## config.mk

```make
export PLATFORM = sky130hd
export DESIGN_NAME = pipe_hazard_ctrl
export DESIGN_NICKNAME = d
export VERILOG_FILES = /design/src/rtl/hazard_pkg.sv /design/src/rtl/load_use_detect.sv /design/src/rtl/pipe_hazard_ctrl.sv
export SDC_FILE = /design/constraint.sdc
export NUM_CORES = 1
export LEC_CHECK = 0
export ABC_AREA = 1
export BUFFER_PORTS_ARGS = -buffer_cell sky130_fd_sc_hd__buf_4
export CAP_MARGIN = 25
export CORE_MARGIN = 4
export CORE_UTILIZATION = 44
export CTS_CLUSTER_DIAMETER = 120
export CTS_CLUSTER_SIZE = 20
export DETAILED_ROUTE_END_ITERATION = 10
export GPL_ROUTABILITY_DRIVEN = 1
export HOLD_SLACK_MARGIN = 0.15
export PLACE_DENSITY = 0.9
export SETUP_SLACK_MARGIN = 0.05
export SLEW_MARGIN = 20
export SYNTH_ARGS = -nofsm -noshare
export SYNTH_HDL_FRONTEND = slang
export SYNTH_HIERARCHICAL = 1
export SYNTH_SLANG_ARGS = --single-unit
```

## constraint.sdc

```tcl
create_clock -name clk -period 2.3 [get_ports clk]
set_clock_uncertainty 0.15 [all_clocks]
set_input_delay 0.46 -clock clk [delete_from_list [all_inputs] [get_ports clk]]
set_output_delay 0.46 -clock clk [all_outputs]
set_load 0.01 [all_outputs]
```

## src/rtl/hazard_pkg.sv

```systemverilog
// hazard_pkg: shared types and constants for the pipeline hazard controller
package hazard_pkg;
    typedef enum logic [1:0] {
        RUN      = 2'd0,
        MEM_WAIT = 2'd1,
        HALT     = 2'd2
    } hz_state_t;
    localparam int REG_IDX_W = 5;
    localparam logic [31:0] NOP_INSTR = 32'h00000000;
endpackage

```

## src/rtl/load_use_detect.sv

```systemverilog
// load_use_detect: combinational load-use hazard comparator
//   id_rs1/id_rs2, id_uses_rs1/id_uses_rs2 : operands of the ID instruction
//   ex_memread, ex_rd                      : load in EX and its destination
//   load_use                               : ID needs a value the EX load has not produced yet
module load_use_detect #(
    parameter int IDX_W = 5
) (
    input  logic [IDX_W-1:0] id_rs1,
    input  logic [IDX_W-1:0] id_rs2,
    input  logic             id_uses_rs1,
    input  logic             id_uses_rs2,
    input  logic             ex_memread,
    input  logic [IDX_W-1:0] ex_rd,
    output logic             load_use
);
    // x0 is hard-wired zero, so a match on it is never a real dependency
    assign load_use = ex_memread && (ex_rd != '0) &&
                      ((id_uses_rs1 && id_rs1 == ex_rd) || (id_uses_rs2 && id_rs2 == ex_rd));
endmodule

```

## src/rtl/pipe_hazard_ctrl.sv

```systemverilog
// pipe_hazard_ctrl: stall/flush controller for the 5-stage pipeline
//   inputs : ID operands, EX load/branch info, mem_busy, imem_ready, halt_in
//   outputs: pc_stall, ifid_stall, ifid_flush, idex_bubble, pipe_freeze (Mealy),
//            halted, mem_timeout (sticky), stall_cycles/flush_count statistics
//   Statistics counters exist only when HAZARD_STATS_EN is defined; otherwise tied to 0.
module pipe_hazard_ctrl
    import hazard_pkg::*;
#(
    parameter int NUM_REGS     = 32,
    parameter int WAIT_TIMEOUT = 255,
    parameter int CNT_W        = 32,
    localparam int IDX_W       = $clog2(NUM_REGS)
) (
    input  logic             clk,
    input  logic             rst_n,
    input  logic [IDX_W-1:0] id_rs1,
    input  logic [IDX_W-1:0] id_rs2,
    input  logic             id_uses_rs1,
    input  logic             id_uses_rs2,
    input  logic             ex_memread,
    input  logic [IDX_W-1:0] ex_rd,
    input  logic             ex_branch_taken,
    input  logic             mem_busy,
    input  logic             imem_ready,
    input  logic             halt_in,
    output logic             pc_stall,
    output logic             ifid_stall,
    output logic             ifid_flush,
    output logic             idex_bubble,
    output logic             pipe_freeze,
    output logic             halted,
    output logic             mem_timeout,
    output logic [CNT_W-1:0] stall_cycles,
    output logic [CNT_W-1:0] flush_count
);
    localparam int WC_W = $clog2(WAIT_TIMEOUT + 1);

    hz_state_t       state, state_nxt;
    logic [WC_W-1:0] wait_cnt, wait_nxt;
    logic            load_use;

    load_use_detect #(.IDX_W(IDX_W)) u_load_use_detect (
        .id_rs1      (id_rs1),
        .id_rs2      (id_rs2),
        .id_uses_rs1 (id_uses_rs1),
        .id_uses_rs2 (id_uses_rs2),
        .ex_memread  (ex_memread),
        .ex_rd       (ex_rd),
        .load_use    (load_use)
    );

    // Outputs are gated by rst_n so everything reads 0 while reset is held
    always_comb begin
        pc_stall    = 1'b0;
        ifid_stall  = 1'b0;
        ifid_flush  = 1'b0;
        idex_bubble = 1'b0;
        pipe_freeze = 1'b0;
        state_nxt   = state;
        wait_nxt    = wait_cnt;
        if (rst_n) begin
            case (state)
                RUN: begin
                    if (mem_busy) begin
                        {pc_stall, ifid_stall, pipe_freeze} = 3'b111;
                        state_nxt = MEM_WAIT;
                        wait_nxt  = WC_W'(1);
                    end else if (ex_branch_taken) begin
                        {ifid_flush, idex_bubble} = 2'b11;
                    end else if (load_use) begin
                        {pc_stall, ifid_stall, idex_bubble} = 3'b111;
                    end else if (halt_in) begin
                        {pc_stall, ifid_stall, idex_bubble} = 3'b111;
                        state_nxt = HALT;
                    end else if (!imem_ready) begin
                        {pc_stall, ifid_flush} = 2'b11;
                    end
                end
                MEM_WAIT: begin
                    if (mem_busy) begin
                        {pc_stall, ifid_stall, pipe_freeze} = 3'b111;
                        wait_nxt = (wait_cnt == WC_W'(WAIT_TIMEOUT)) ? wait_cnt : wait_cnt + WC_W'(1);
                    end else begin
                        state_nxt = RUN;
                        wait_nxt  = '0;
                    end
                end
                HALT: begin
                    {pc_stall, ifid_stall, idex_bubble} = 3'b111;
                    pipe_freeze = mem_busy;
                end
                default: state_nxt = RUN;
            endcase
        end
    end

    always_ff @(posedge clk or negedge rst_n) begin
        if (!rst_n) begin
            state       <= RUN;
            wait_cnt    <= '0;
            mem_timeout <= 1'b0;
        end else begin
            state    <= state_nxt;
            wait_cnt <= wait_nxt;
            // wait_nxt equals the number of consecutive busy cycles seen so far
            if (state_nxt == MEM_WAIT && wait_nxt == WC_W'(WAIT_TIMEOUT))
                mem_timeout <= 1'b1;
        end
    end

    assign halted = (state == HALT);

`ifdef HAZARD_STATS_EN
    // A flush together with ex_branch_taken can only come from the branch rule
    always_ff @(posedge clk or negedge rst_n) begin
        if (!rst_n) begin
            stall_cycles <= '0;
            flush_count  <= '0;
        end else begin
            stall_cycles <= stall_cycles + CNT_W'(pc_stall);
            flush_count  <= flush_count + CNT_W'(ifid_flush && ex_branch_taken);
        end
    end
`else
    assign stall_cycles = '0;
    assign flush_count  = '0;
`endif
endmodule
```

==> flow_metrics.tcl <==
set metrics [dict create \
    outcome "finished, violations left" \
    core-area_um2 3420 \
    routed_wl_um 3550 \
    grt_remaining_overflow 0 \
    dr.first_iter.drc_count 99 \
    diodes 0 \
    fin_area_um2 1790 \
    fin_ws_ns -0.0431 \
    yosysWarnings 6 \
    cts_tree "yes" \
    r2r_start "wait_cnt[1]" \
    rsz0062_at_grt "yes" \
    cts-root-buf "clkbuf_4" \
    critical_path.startpoint_type "input pin" \
    hp-start "mem_timeout" \
    crit_cells 12 \
    cts.clk_slew.worst_paths_ns 0.07 \
    rr_worst_depth 13 \
    dp_slack_ns -0.102 \
    slowest_stage "a21oi_2" \
    p_seq_share_pct 36.3 \
    drc 0 \
    io_buffers 30 \
    postPlaceCellArea_um2 1670 \
    crit_buf_inv 4 \
    whs_ns 0.322 \
    p_int_uw 420 \
    p_clk_share_pct 17.1 \
    power_density_nw_per_um2 421 \
    utilization_pct 52.5 \
    hp-class "reg2reg" \
    finalMaxSlewViolations 0 \
    syn_inst 260 \
    crit_family "compound AO/OA/AOI/OAI gates" \
    track_usage_pct 14.1 \
    io_pins 95 \
    failed_checks "negative setup slack" \
    routedWlPerCell_um 10.3 \
    clockBufferDepth 2 \
    cts_buffers 3 \
    synthToLayoutAreaGrowth_pct 11.8 \
    min_period_ns 2.34 \
    antenna_found_initial 0 \
    rows 21 \
    worstSetupEndpointType "output pin" \
    max_freq_ghz 0.427 \
    grt_start_max_net_pins 12 \
    clkLatencyLatePin_ns 0.26 \
    synth_area_um2 1600 \
    grt_pass1_vias 1242 \
    post-route-period-util_pct 102 \
    nets 325 \
    drive_gt1_share_pct 24.7 \
    start_util_pct 47.0 \
    crit_fanout 2 \
    whs_path_depth 2 \
    synth_seq_area_share_pct 17.2 \
    setup_viol 2 \
    num_vias 1487 \
    avgSynthCellArea_um2 6.17 \
    fillers 343 \
    critical_path_class "in2out" \
    arrival_ns 1.73 \
    crit_chain "buf_4 > inv_1 > nand2_1 > nand2_1 > nor2_1 > nand3_1 > a21oi_2 > o21ai_2 > o211ai_1 > inv_1 > o21ai_1 > buf_4" \
    gp_congestion 0.912 \
    hpwl_um 2750 \
    htree_levels 1 \
    hold_viol 0 \
    via_per_inst 4.31 \
    power.total_uw 754 \
    critPathRequiredTime_ns 1.69 \
    ys_seq_elements 11 \
    cts.sinks 11 \
    grt_pass1_wl_um 5120 \
    ant_nets 0 \
    drt_pre_antenna_iters 4 \
    max_cap_viol_count 0 \
    dieArea_um2 4680 \
    p_leak_nw 1.06 \
    ir_worst_vdd_mv 0.125 \
    switchingPower_uw 334 \
    pwr-share-comb_pct 46.6 \
    yosysUniqueCellTypes 24 \
    die_y_um 68.4 \
    cp-startpoint "id_rs2[1]" \
    cp_slowest_stage_delay_ns 0.19 \
    switching_share_pct 44.3 \
    die_x_um 68.4 \
]
flip-flops by register name, indices dropped and copies added (netlist names):
signal / flops
mem_timeout: 1
state: 2
wait_cnt: 8
per-layer routing:
| layer | up-vias | global-route usage [%] | share of wire (%) |
|---|---|---|---|
| met5 | - | 0 | 0 |
| met4 | 0 | 6.95 | 2.4 |
| met3 | 8 | 1.15 | 8.3 |
| met2 | 80 | 26.9 | 54 |
| met1 | 663 | 15.3 | 35 |
| li1 | 736 | - | - |
cell families after synthesis:
family / synth area share [%]
DFF: 17.2
adders and majority gates: 0.780
AOI/OAI and AO/OA: 6.94
and+or+nand+nor: 35.3
buffers and inverters: 39.5
other: 0.234
Yosys cell counts:
| cell | n | area share (%) |
|---|---|---|
| ha_1 | 1 | 0.78 |
| nand2_4 | 2 | 1.4 |
| o21ai_0 | 7 | 2.2 |
| nand3_1 | 11 | 3.4 |
| nor2_1 | 26 | 6.1 |
| o2111a_1 | 1 | 0.70 |
| nor3_1 | 1 | 0.31 |
| nand3b_1 | 1 | 0.47 |
| buf_4 | 64 | 30 |
| a21oi_1 | 5 | 1.6 |
| nor2_4 | 2 | 1.4 |
| inv_1 | 37 | 8.7 |
| o31ai_1 | 1 | 0.47 |
| inv_2 | 4 | 0.94 |
| nor2_2 | 2 | 0.78 |
| conb_1 | 1 | 0.23 |
| dfrtp_1 | 11 | 17 |
| nand4_1 | 3 | 1.2 |
| o21ai_2 | 2 | 1.1 |
| o211ai_1 | 2 | 0.94 |
| nand2_2 | 4 | 1.6 |
| nor2_8 | 1 | 1.2 |
| nand3_4 | 1 | 1.1 |
| nand2_1 | 70 | 16 |
what timing repair did:
action / 4_1_cts / 5_1_grt
setup endpoints to repair: 3 / 3
hold endpoints to repair: 11 / 0
setup buffers: 0 / 2
resized for setup: 5 / 28
pin swaps: 0 / 24
hold buffers: 1 / 0
stage by stage:
| step | setup TNS (ns) | std cells |
|---|---|---|
| after global routing | -0.254 | 345 |
| after detailed placement | -0.111 | 338 |
| after CTS | 0 | 343 |
| after floorplan | 0 | 323 |
| final | -0.0437 | 345 |
| after global placement | -0.0243 | 338 |
worst reg2reg max path: stages (launching register included):
cell and delay (ns):
dfrtp_1 0.43, ha_1 0.23, nand2_1 0.08, inv_1 0.17, nand3_4 0.16, nand2_1 0.10, nand2_1 0.05, nand2_1 0.08
inv_1 0.05, nor2_1 0.10, nand2_1 0.06, nor2_1 0.11, nand2_1 0.07, nand2_1 0.05
area by class of cell:
type                    instances  area (um^2)  area share, %
clock buffers                   4         26.3           1.47
inverters                      41          164           9.14
multi-input cells             207          967           53.9
flip-flops and latches         11          275           15.4
well taps                      46         57.6           3.21
repair buffers                 36          303           16.9
power by group through the flow:
stage | Clock (mW) | Sequential [mW] | Combinational (mW)
after global placement | 0 | 0.273 | 0.314
after floorplan | 0 | 0.263 | 0.305
after global routing | 0.142 | 0.276 | 0.401
after detailed placement | 0 | 0.275 | 0.322
after CTS | 0.135 | 0.271 | 0.327
final | 0.129 | 0.274 | 0.351
path summary, 6_finish.rpt:
kind	end	slack (ns)
setup / recovery	pc_stall	-0.04
hold / removal	mem_timeout	0.32
setup reg to reg	mem_timeout	0.37
hold reg to reg	mem_timeout	0.32
max in group asynchronous	wait_cnt[4]	1.31
min in group asynchronous	wait_cnt[3]	0.54
cells in the final DEF, fill, tap and decap left out, types with 3 or more instances in the layout:
cell / instances
dfrtp_1: 11
nand4_1: 3
inv_4: 4
inv_2: 6
nor2_1: 25
nor2_2: 3
o21ai_0: 4
inv_1: 31
nand2_1: 63
clkbuf_4: 3
o21ai_2: 3
buf_4: 29
a21oi_1: 3
nand3_1: 11
buf_6: 4
nand2_2: 11
conb_1: 64
Power figures use the tool's default switching activity.
